==> config.mk <==
export PLATFORM = sky130hd
export DESIGN_NAME = axi4_burst_mem_slave
export DESIGN_NICKNAME = d
export VERILOG_FILES = /design/src/rtl/axi4_burst_mem_slave.sv
export SDC_FILE = /design/constraint.sdc
export NUM_CORES = 2
export LEC_CHECK = 0
export ABC_AREA = 1
export CELL_PAD_IN_SITES_DETAIL_PLACEMENT = 1
export CELL_PAD_IN_SITES_GLOBAL_PLACEMENT = 1
export CORE_ASPECT_RATIO = 0.7
export CORE_MARGIN = 3
export CORE_UTILIZATION = 31
export CTS_CLUSTER_DIAMETER = 100
export DETAILED_ROUTE_END_ITERATION = 16
export HOLD_SLACK_MARGIN = 0.1
export MAX_ROUTING_LAYER = met4
export PLACE_DENSITY = 0.56
export SLEW_MARGIN = 5
export SYNTH_ARGS = -nofsm -noshare
export SYNTH_HDL_FRONTEND = slang
export SYNTH_SLANG_ARGS = --single-unit
==> constraint.sdc <==
create_clock -name ACLK -period 8 [get_ports ACLK]
set_clock_uncertainty 0.05 [all_clocks]
set_input_delay 1.6 -clock ACLK [delete_from_list [all_inputs] [get_ports ACLK]]
set_output_delay 1.6 -clock ACLK [all_outputs]
set_load 0.02 [all_outputs]
==> src/rtl/axi4_burst_mem_slave.sv <==
`timescale 1ns/1ps
// axi4_burst_mem_slave
//   AXI4 (full) memory-mapped responder backed by a word-addressed register
//   array of 2**C_MEM_WORDS_LOG2 words. Supports FIXED/INCR/WRAP bursts of
//   1..256 beats. The write and read channels run independent FSMs, and each
//   channel allows one outstanding transaction.
//
// Handshake rule: a beat or command transfers on a rising ACLK edge where
//   both VALID and READY are high. A VALID, once raised, is held with its
//   payload stable until that edge.
//
// Ports
//   ACLK, ARESET             clock, asynchronous active-high reset
//   S_AXI_AW*                write command (ID, ADDR, LEN, SIZE, BURST, VALID/READY)
//   S_AXI_W*                 write data (DATA, STRB, LAST, VALID/READY)
//   S_AXI_B*                 write response (ID, RESP, VALID/READY)
//   S_AXI_AR*                read command (ID, ADDR, LEN, SIZE, BURST, VALID/READY)
//   S_AXI_R*                 read data (ID, DATA, RESP, LAST, VALID/READY)
module axi4_burst_mem_slave #(
  parameter int C_S_AXI_ID_WIDTH   = 1,
  parameter int C_S_AXI_DATA_WIDTH = 32,
  parameter int C_S_AXI_ADDR_WIDTH = 32,
  parameter int C_MEM_WORDS_LOG2   = 6
) (
  input  logic                            ACLK,
  input  logic                            ARESET,
  input  logic [C_S_AXI_ID_WIDTH-1:0]     S_AXI_AWID,
  input  logic [C_S_AXI_ADDR_WIDTH-1:0]   S_AXI_AWADDR,
  input  logic [7:0]                      S_AXI_AWLEN,
  input  logic [2:0]                      S_AXI_AWSIZE,
  input  logic [1:0]                      S_AXI_AWBURST,
  input  logic                            S_AXI_AWVALID,
  output logic                            S_AXI_AWREADY,
  input  logic [C_S_AXI_DATA_WIDTH-1:0]   S_AXI_WDATA,
  input  logic [C_S_AXI_DATA_WIDTH/8-1:0] S_AXI_WSTRB,
  input  logic                            S_AXI_WLAST,
  input  logic                            S_AXI_WVALID,
  output logic                            S_AXI_WREADY,
  output logic [C_S_AXI_ID_WIDTH-1:0]     S_AXI_BID,
  output logic [1:0]                      S_AXI_BRESP,
  output logic                            S_AXI_BVALID,
  input  logic                            S_AXI_BREADY,
  input  logic [C_S_AXI_ID_WIDTH-1:0]     S_AXI_ARID,
  input  logic [C_S_AXI_ADDR_WIDTH-1:0]   S_AXI_ARADDR,
  input  logic [7:0]                      S_AXI_ARLEN,
  input  logic [2:0]                      S_AXI_ARSIZE,
  input  logic [1:0]                      S_AXI_ARBURST,
  input  logic                            S_AXI_ARVALID,
  output logic                            S_AXI_ARREADY,
  output logic [C_S_AXI_ID_WIDTH-1:0]     S_AXI_RID,
  output logic [C_S_AXI_DATA_WIDTH-1:0]   S_AXI_RDATA,
  output logic [1:0]                      S_AXI_RRESP,
  output logic                            S_AXI_RLAST,
  output logic                            S_AXI_RVALID,
  input  logic                            S_AXI_RREADY
);

  localparam int IW    = C_S_AXI_ID_WIDTH;
  localparam int DW    = C_S_AXI_DATA_WIDTH;
  localparam int AW    = C_S_AXI_ADDR_WIDTH;
  localparam int LG    = C_MEM_WORDS_LOG2;
  localparam int DEPTH = 1 << LG;

  localparam logic [1:0] RESP_OKAY   = 2'b00;
  localparam logic [1:0] RESP_SLVERR = 2'b10;

  typedef enum logic [1:0] {W_IDLE, W_DATA, W_RESP} w_state_t;
  typedef enum logic       {R_IDLE, R_DATA}         r_state_t;

  // Address of the beat following addr. FIXED holds, WRAP stays inside the
  // (LEN+1)*4-byte aligned window, everything else increments by one word.
  function automatic logic [AW-1:0] next_addr(input logic [AW-1:0] addr,
                                              input logic [7:0]    len,
                                              input logic [1:0]    burst);
    logic [AW-1:0] mask;
    logic [AW-1:0] res;
    mask = ((AW'(len) + AW'(1)) << 2) - AW'(1);
    case (burst)
      2'b00:   res = addr;
      2'b10:   res = (addr & ~mask) | ((addr + AW'(4)) & mask);
      default: res = addr + AW'(4);
    endcase
    return res;
  endfunction

  function automatic logic burst_err(input logic [2:0] size,
                                     input logic [1:0] burst,
                                     input logic [7:0] len);
    logic bad_wrap;
    bad_wrap = (burst == 2'b10) &&
               !(len == 8'd1 || len == 8'd3 || len == 8'd7 || len == 8'd15);
    return (size != 3'b010) || (burst == 2'b11) || bad_wrap;
  endfunction

  logic [DW-1:0] mem [DEPTH];

  // ---------------------------------------------------------------- write
  w_state_t      w_state, w_state_nxt;
  logic [IW-1:0] aw_id_q;
  logic [AW-1:0] w_addr_q;
  logic [7:0]    aw_len_q;
  logic [1:0]    aw_burst_q;
  logic          aw_err_q;
  logic [7:0]    w_cnt_q;
  logic          wlast_err_q;
  logic [1:0]    bresp_q;

  logic aw_hs, w_hs, w_final, wlast_bad;
  logic [LG-1:0] w_idx;

  assign aw_hs     = (w_state == W_IDLE) && S_AXI_AWVALID;
  assign w_hs      = (w_state == W_DATA) && S_AXI_WVALID;
  assign w_final   = (w_cnt_q == aw_len_q);
  assign wlast_bad = (S_AXI_WLAST != w_final);
  assign w_idx     = w_addr_q[LG+1:2];

  always_ff @(posedge ACLK or posedge ARESET) begin
    if (ARESET) w_state <= W_IDLE;
    else        w_state <= w_state_nxt;
  end

  always_comb begin
    w_state_nxt = w_state;
    case (w_state)
      W_IDLE:  if (aw_hs) w_state_nxt = W_DATA;
      W_DATA:  if (w_hs && w_final) w_state_nxt = W_RESP;
      W_RESP:  if (S_AXI_BREADY) w_state_nxt = W_IDLE;
      default: w_state_nxt = W_IDLE;
    endcase
  end

  always_comb begin
    S_AXI_AWREADY = 1'b0;
    S_AXI_WREADY  = 1'b0;
    S_AXI_BVALID  = 1'b0;
    case (w_state)
      W_IDLE:  S_AXI_AWREADY = 1'b1;
      W_DATA:  S_AXI_WREADY  = 1'b1;
      W_RESP:  S_AXI_BVALID  = 1'b1;
      default: S_AXI_AWREADY = 1'b0;
    endcase
  end

  always_ff @(posedge ACLK or posedge ARESET) begin
    if (ARESET) begin
      aw_id_q     <= '0;
      w_addr_q    <= '0;
      aw_len_q    <= '0;
      aw_burst_q  <= '0;
      aw_err_q    <= 1'b0;
      w_cnt_q     <= '0;
      wlast_err_q <= 1'b0;
      bresp_q     <= RESP_OKAY;
    end else if (aw_hs) begin
      aw_id_q     <= S_AXI_AWID;
      w_addr_q    <= S_AXI_AWADDR;
      aw_len_q    <= S_AXI_AWLEN;
      aw_burst_q  <= S_AXI_AWBURST;
      aw_err_q    <= burst_err(S_AXI_AWSIZE, S_AXI_AWBURST, S_AXI_AWLEN);
      w_cnt_q     <= '0;
      wlast_err_q <= 1'b0;
    end else if (w_hs) begin
      w_addr_q <= next_addr(w_addr_q, aw_len_q, aw_burst_q);
      w_cnt_q  <= w_cnt_q + 8'd1;
      if (wlast_bad) wlast_err_q <= 1'b1;
      // Response is settled on the last beat, including that beat's WLAST.
      if (w_final)
        bresp_q <= (aw_err_q || wlast_err_q || wlast_bad) ? RESP_SLVERR : RESP_OKAY;
    end
  end

  // Storage has no reset; error bursts consume beats without writing.
  always_ff @(posedge ACLK) begin
    if (w_hs && !aw_err_q) begin
      for (int b = 0; b < DW/8; b++) begin
        if (S_AXI_WSTRB[b]) mem[w_idx][8*b +: 8] <= S_AXI_WDATA[8*b +: 8];
      end
    end
  end

  assign S_AXI_BID   = aw_id_q;
  assign S_AXI_BRESP = bresp_q;

  // ----------------------------------------------------------------- read
  r_state_t      r_state, r_state_nxt;
  logic [IW-1:0] rid_q;
  logic [AW-1:0] r_addr_q;
  logic [7:0]    ar_len_q;
  logic [1:0]    ar_burst_q;
  logic          ar_err_q;
  logic [7:0]    r_cnt_q;
  logic [DW-1:0] rdata_q;
  logic          rlast_q;
  logic [1:0]    rresp_q;

  logic ar_hs, r_hs, r_final, ar_err;
  logic [AW-1:0] r_next;
  logic [LG-1:0] ar_idx, r_next_idx;

  assign ar_hs      = (r_state == R_IDLE) && S_AXI_ARVALID;
  assign r_hs       = (r_state == R_DATA) && S_AXI_RREADY;
  assign r_final    = (r_cnt_q == ar_len_q);
  assign ar_err     = burst_err(S_AXI_ARSIZE, S_AXI_ARBURST, S_AXI_ARLEN);
  assign r_next     = next_addr(r_addr_q, ar_len_q, ar_burst_q);
  assign ar_idx     = S_AXI_ARADDR[LG+1:2];
  assign r_next_idx = r_next[LG+1:2];

  always_ff @(posedge ACLK or posedge ARESET) begin
    if (ARESET) r_state <= R_IDLE;
    else        r_state <= r_state_nxt;
  end

  always_comb begin
    r_state_nxt = r_state;
    case (r_state)
      R_IDLE:  if (ar_hs) r_state_nxt = R_DATA;
      R_DATA:  if (r_hs && r_final) r_state_nxt = R_IDLE;
      default: r_state_nxt = R_IDLE;
    endcase
  end

  always_comb begin
    S_AXI_ARREADY = 1'b0;
    S_AXI_RVALID  = 1'b0;
    case (r_state)
      R_IDLE:  S_AXI_ARREADY = 1'b1;
      R_DATA:  S_AXI_RVALID  = 1'b1;
      default: S_AXI_ARREADY = 1'b0;
    endcase
  end

  // RDATA is loaded from the array with a nonblocking read, so a write to the
  // same word on the same edge is not visible until the next load.
  always_ff @(posedge ACLK or posedge ARESET) begin
    if (ARESET) begin
      rid_q      <= '0;
      r_addr_q   <= '0;
      ar_len_q   <= '0;
      ar_burst_q <= '0;
      ar_err_q   <= 1'b0;
      r_cnt_q    <= '0;
      rdata_q    <= '0;
      rlast_q    <= 1'b0;
      rresp_q    <= RESP_OKAY;
    end else if (ar_hs) begin
      rid_q      <= S_AXI_ARID;
      r_addr_q   <= S_AXI_ARADDR;
      ar_len_q   <= S_AXI_ARLEN;
      ar_burst_q <= S_AXI_ARBURST;
      ar_err_q   <= ar_err;
      r_cnt_q    <= '0;
      rdata_q    <= ar_err ? '0 : mem[ar_idx];
      rlast_q    <= (S_AXI_ARLEN == 8'd0);
      rresp_q    <= ar_err ? RESP_SLVERR : RESP_OKAY;
    end else if (r_hs) begin
      if (r_final) begin
        rlast_q <= 1'b0;
      end else begin
        r_addr_q <= r_next;
        r_cnt_q  <= r_cnt_q + 8'd1;
        rdata_q  <= ar_err_q ? '0 : mem[r_next_idx];
        rlast_q  <= ((r_cnt_q + 8'd1) == ar_len_q);
      end
    end
  end

  assign S_AXI_RID   = rid_q;
  assign S_AXI_RDATA = rdata_q;
  assign S_AXI_RRESP = rresp_q;
  assign S_AXI_RLAST = rlast_q;

endmodule

Yosys cells after proc, flatten, opt, wreduce, memory -nomap -nowiden. Memories as Yosys holds them, arrays and structs flattened. Cells that the tools add are included. Widths: inputs -> output; s select.

Register bits: 145. RAM bits: 2048. Input bits: 136. Output and inout port bits: 44. Logic and storage cells: 153. Memories kept: 1.

Add/sub/neg operators: 8. Eq/ne operators: 28. Multiplexer cells: 49. Bitwise logic cells: 10. Reductions and logical operators: 37.

Memory list: mem (words 64, width 32, rd ports 2, clocked after memory_dff 0, write ports 1, line 95) `logic [DW-1:0] mem [DEPTH];`.

Operators by type and width (count): $mux 32 (10); $and 32x32->32 (4); $pmux 32 s2 (2); $add 32x3->32 const B (2); $not 32->32 (2); $or 32x32->32 (2); $mux 8 (5); $mux 1 (25); $eq 8x8->1 (3); $sub 11x1->12 const B (2); $add 8x1->9 const B (2); $add 8x1->8 const B (2); $eq 8x1->1 const B (2); $eq 8x2->1 const B (2); $eq 8x3->1 const B (2); $eq 8x4->1 const B (2); $eq 2x2->1 const B (7); $logic_or 1x1->1 (12); $mux 2 (5); $ne 2x2->1 const B (5); $logic_and 1x1->1 (9); $reduce_and 3->1 (3); $logic_not 8->1 (1); $logic_not 2->1 (3); 10 further kinds (18).

Longest topological paths before layout. An unclocked memory read counts as a cell.

Depth in word-level cells: 11. Depth in mapped cells: 19.

Worst setup path after synthesis. OpenSTA, ideal clock, no wires.

Path type: input port to flip-flop. Start point: input S_AXI_ARADDR[2]. End point: register rdata_q[17] (netlist: S_AXI_RDATA[17]). Library setup time: 0.121 ns. Arrival: 3.089 ns. Required time: 7.829 ns. Setup slack: 4.740 ns. Stages on the path: 14. Buffers on the path: 5. Path through: buf_2 buf_4 buf_4 buf_2 clkbuf_1 o211ai_1 nand3_1 nand3_1 nand3_1 nand3_1 nand3_1 nand2_1 inv_1 a21oi_1.

Longest elaborated chain between the ends: 3.

Ends and longest elaborated chain: from (decl) (line 44) `input logic [C_S_AXI_ADDR_WIDTH-1:0] S_AXI_ARADDR,`; $mem_v2 64x32; $mux 32 (line 252) `rdata_q <= ar_err ? '0 : mem[ar_idx];`; $mux 32 (line 245) `end else if (ar_hs) begin`; to (signal assigned) (line 252); to (signal assigned) (line 261) `rdata_q <= ar_err_q ? '0 : mem[r_next_idx];`; to (decl) (line 192) `logic [DW-1:0] rdata_q;`.

Every way passes these cells. A chain may end at the register's enable or synchronous reset.

Worst setup path after layout.
Start point: register ar_len_q[0]. End point: register rdata_q[26] (netlist: S_AXI_RDATA[26]).

Longest elaborated chain between the ends: 11. Elaborated cells on any way between the ends: 15. Those cells by class: add/sub (2); eq/ne (2); mux (5); bitwise (4); reduce/logical (1); memory (1).

Ends and longest elaborated chain: from (decl) (line 188) `logic [7:0] ar_len_q;`; from (signal assigned) (line 238) `ar_len_q <= '0;`; from (signal assigned) (line 248) `ar_len_q <= S_AXI_ARLEN;`; $add 8x1->9 (line 77) `mask = ((AW'(len) + AW'(1)) << 2) - AW'(1);`; $sub 11x1->12 (line 77); $not 32->32 (line 80) `2'b10: res = (addr & ~mask) | ((addr + AW'(4)) & mask);`; $and 32x32->32 (line 80); $or 32x32->32 (line 80); $pmux 32 s2 (line 78) `case (burst)`; $mem_v2 64x32; $mux 32 (line 261); $mux 32 (line 256) `if (r_final) begin`; $mux 32 (line 255) `end else if (r_hs) begin`; $mux 32 (line 245).

Parallel ways exist; a longest one is shown, timed or not. The select of a mux whose other input is x is not followed.

==> impl_metrics.env <==
export IMPL_outcome="complete, no violations"
export IMPL_via_per_inst=5.544
export IMPL_p_leak_uw=0.04997
export IMPL_synth_area_top_cells="edfxtp_1 (53%), nand2_1 (14%), nand3_1 (7.1%), nand3b_1 (4.4%), o21ai_0 (3.6%)"
export IMPL_postCtsHoldBufs=0
export IMPL_async_flop_share_pct=4.210
export IMPL_startpoint_type="flop"
export IMPL_ys_warn_count=0
export IMPL_yosysSeqAreaShare_pct=55.31
export IMPL_critical_path_max_stage_delay_ns=0.92
export IMPL_gp_congestion=0.8518
export IMPL_ctsLongestPathBuffers=4
export IMPL_track_usage_pct=26.37
export IMPL_final_cells=17960
export IMPL_r2r_end="S_AXI_RDATA[26]$_DFFE_PP0P_"
export IMPL_cts_setup_buffers=0
export IMPL_synthDistinctLibCells=48
export IMPL_tightest_slew_ns=1.431
export IMPL_drc_errors=0
export IMPL_switching_share_pct=49.99
export IMPL_hold_violations=0
export IMPL_cts_root_buf="clkbuf_16"
export IMPL_reg2reg_from="ar_len_q[0]$_DFFE_PP0P_"
export IMPL_reg2reg_depth=16
export IMPL_cts_max_level=4
export IMPL_worst_path_buf_inv=2
export IMPL_rrSetupSlack_ns=3.11
export IMPL_io_buffers=125
export IMPL_routed_wl_mm=501.3
export IMPL_setup_viol=0
export IMPL_vdd_drop_max_uv=482.3
export IMPL_holdPathEnd="S_AXI_BID$_DFFE_PP0P_"
export IMPL_clkPwrFrac_pct=22.4
export IMPL_worstPathMaxFanout=133
export IMPL_final_common_cell="nand2_1"
export IMPL_worst_path_max_delay_cell="nand2_8"
export IMPL_fin_nets=13000
export IMPL_grt_max_degree=226
export IMPL_endpoint_kind="flop"
export IMPL_die_w_um=734.8
export IMPL_cpLargestDelayFamily="simple AND/OR/NAND/NOR gates"
export IMPL_dp_hpwl_mm=295.7
export IMPL_dp_cells=17510
export IMPL_period_minus_slack_ns=4.891
export IMPL_hp_class="reg -> reg"
export IMPL_crit_type="reg -> reg"
export IMPL_cts_tree="yes"
export IMPL_slew_viol_final=0
export IMPL_rows=186
export IMPL_fmax_mhz=204.5
export IMPL_clk_latency_ns=0.94
export IMPL_power_density_nw_per_um2=395.8
export IMPL_slew_headroom_pct=3.863
export IMPL_hp_start="S_AXI_BID$_DFFE_PP0P_"
export IMPL_drive_above_1_share_pct=4.778
export IMPL_p_switching_uw=25270
export IMPL_p_int_uw=25280
export IMPL_vias=99550
export IMPL_grt_pass1_vias=100100
export IMPL_numCtsBuffers=232
export IMPL_antenna_found_initial=42
export IMPL_drt_pre_antenna_iters=8
export IMPL_synthesis_area_um2=115300
export IMPL_setup_tns_ns=0
export IMPL_wire_per_inst_um=27.92
export IMPL_die_y_um=516.2
export IMPL_cts_reportedPaths_clkPinSlew_ns=0.06
export IMPL_fp_coreArea_um2=368400
export IMPL_cp_required_ns=8.74
export IMPL_fin_crit_sh_pct=61.14
export IMPL_arrival_ns=5.63
export IMPL_syn_avg_cell_area_um2=8.663
export IMPL_layout_common_cells="nand2_1 (4358), edfxtp_1 (2048), nand3_1 (1643)"
export IMPL_rsz0062_at_grt="no"
export IMPL_syn_to_final_growth_pct=10.79
export IMPL_synth_seq_cells=2138
export IMPL_cts_num_sinks=2138
export IMPL_synth_edf_count=2048
export IMPL_initial_utilization_pct=31.29
export IMPL_worstHoldPathCells=2
export IMPL_ys_flop_type="edfxtp_1"
export IMPL_netlist_instances=13310
export IMPL_grt_overflow_total=0
export IMPL_crit_chain="inv_1, nand2_1, nand3_4, nand2_8, buf_12, nand2_1, nand2_1, nand2_1, nand2_1, nand2_1, nand2_1, nand2_1, nand3_1, nand3_1, nand3_1, a21oi_1"
export IMPL_detail_route_antenna_nets=0
export IMPL_seqPwrFrac_pct=25.6
export IMPL_grt_pass1_wl_mm=713.3
export IMPL_synth_top_area_share_pct=53.35
export IMPL_drt_iter0_drc=10680
export IMPL_synth_area_leader_cell="edfxtp_1"
export IMPL_dieArea_um2=379300
export IMPL_cts_resized_gates=0
export IMPL_ios=180
export IMPL_cap_violations=0
export IMPL_crit_path_frequent_cell="nand2_1"
export IMPL_comb_power_share_pct=52.0
worst reg2reg max path, delay by kind of cell, from the launching register on:
family          cells  cell delay, ns
compound gates      1            0.09
buf+inv             2            1.03
flops               1            0.55
simple gates       13            3.07
how the worst max path moves through the flow:
stage | start | end | slack, ns | depth (start not counted)
after floorplan | ARESET | S_AXI_BID$_DFFE_PP0P_ | 4.01 | 1
after CTS | ar_len_q[0]$_DFFE_PP0P_ | S_AXI_RDATA[26]$_DFFE_PP0P_ | 3.15 | 16
after global placement | S_AXI_ARADDR[2] | S_AXI_RDATA[4]$_DFFE_PP0P_ | 3.04 | 12
final | ar_len_q[0]$_DFFE_PP0P_ | S_AXI_RDATA[26]$_DFFE_PP0P_ | 3.11 | 16
after detailed placement | S_AXI_ARADDR[2] | S_AXI_RDATA[14]$_DFFE_PP0P_ | 2.98 | 13
after global routing | ar_len_q[0]$_DFFE_PP0P_ | S_AXI_RDATA[26]$_DFFE_PP0P_ | 2.86 | 16
per-stage QoR:
step | hold slack, ns | power, uW | worst slack, ns | utilization, % | cell area, um2
floorplan | 0.4097 | 29040 | 4.015 | - | 115300
global placement | 0.4124 | 38670 | 3.040 | 32.58 | 120000
detailed placement | 0.4149 | 38990 | 2.983 | 32.58 | 120000
CTS | 0.4450 | 50380 | 3.149 | 34.64 | 127600
global route | 0.4782 | 53370 | 2.858 | 34.66 | 127700
finish | 0.4376 | 50540 | 3.109 | 34.66 | 127700
routing by layer:
layer / GRT usage (%) / vias to the layer above / share of wire, %
met4: 7.497 / 0 / 2.9
met2: 38.15 / 3738 / 42
met5: - / - / 0
met3: 5.434 / 687 / 8.4
li1: - / 44210 / -
met1: 37.21 / 50920 / 46
registers in the layout (all words and copies together) (netlist names), named ones only:
register     cells
r_cnt_q          8
w_cnt_q          8
wlast_err_q      1
S_AXI_RLAST      1
r_addr_q         6
S_AXI_RDATA     32
S_AXI_BRESP      1
ar_len_q         8
ar_burst_q       2
S_AXI_BID        1
mem           2048
r_state          1
aw_err_q         1
w_addr_q         1
w_state          2
aw_len_q         8
aw_burst_q       2
S_AXI_RRESP      1
S_AXI_RID        1
area by class of cell:
cell class,instances,area (um2)
Antenna cell,29,72.57
Inverter,1104,4200
Clock inverter,133,1439
Sequential cell,2138,63750
Fill cell,42600,240700
Clock buffer,286,6162
Tap cell,4888,6116
Multi-Input combinational cell,9046,42730
Timing Repair Buffer,332,3234
power groups by stage:
stage	Clock, uW	Sequential, uW	Combinational (uW)
after floorplan	0	13100	16000
after global placement	0	13200	25500
after detailed placement	0	13200	25800
after CTS	11500	12900	25900
after global routing	11900	13000	28500
final	11300	12900	26300
kinds of logic (layout without fill, tap and decap cells):
kind of cell    count (synthesis)  count (layout)  synth area share (%)
flops                        2138            2138                 55.31
fa+ha+maj                       7               7               0.07598
mux                             2               2               0.01845
xor+xnor                       25              25                0.1965
other cells                     1              31              0.003253
compound gates               1931            1931                 9.550
simple gates                 7079            7079                 27.11
buf+inv                      2122            1855                 7.739
cells in the mapped netlist (2+ instances only):
master,instances
nand4_1,9
nand2_2,2
buf_2,369
clkinv_1,2
o22ai_1,2
a211oi_1,3
a21oi_1,538
a31oi_1,4
clkbuf_1,401
a22oi_1,4
buf_4,89
edfxtp_1,2048
buf_1,139
nand3b_1,673
nand3_1,1643
inv_2,4
nor2_1,352
o21ai_1,27
o21ai_0,834
xor2_1,16
or2_2,6
ha_1,7
buf_6,19
dfrtp_1,90
nand2_1,4374
nand2_4,2
o211ai_1,503
inv_1,1098
nor3_1,13
xnor2_1,8
a221oi_1,2
o221ai_1,7
nor3b_1,2
No activity file was read; power rests on OpenSTA's default activity.
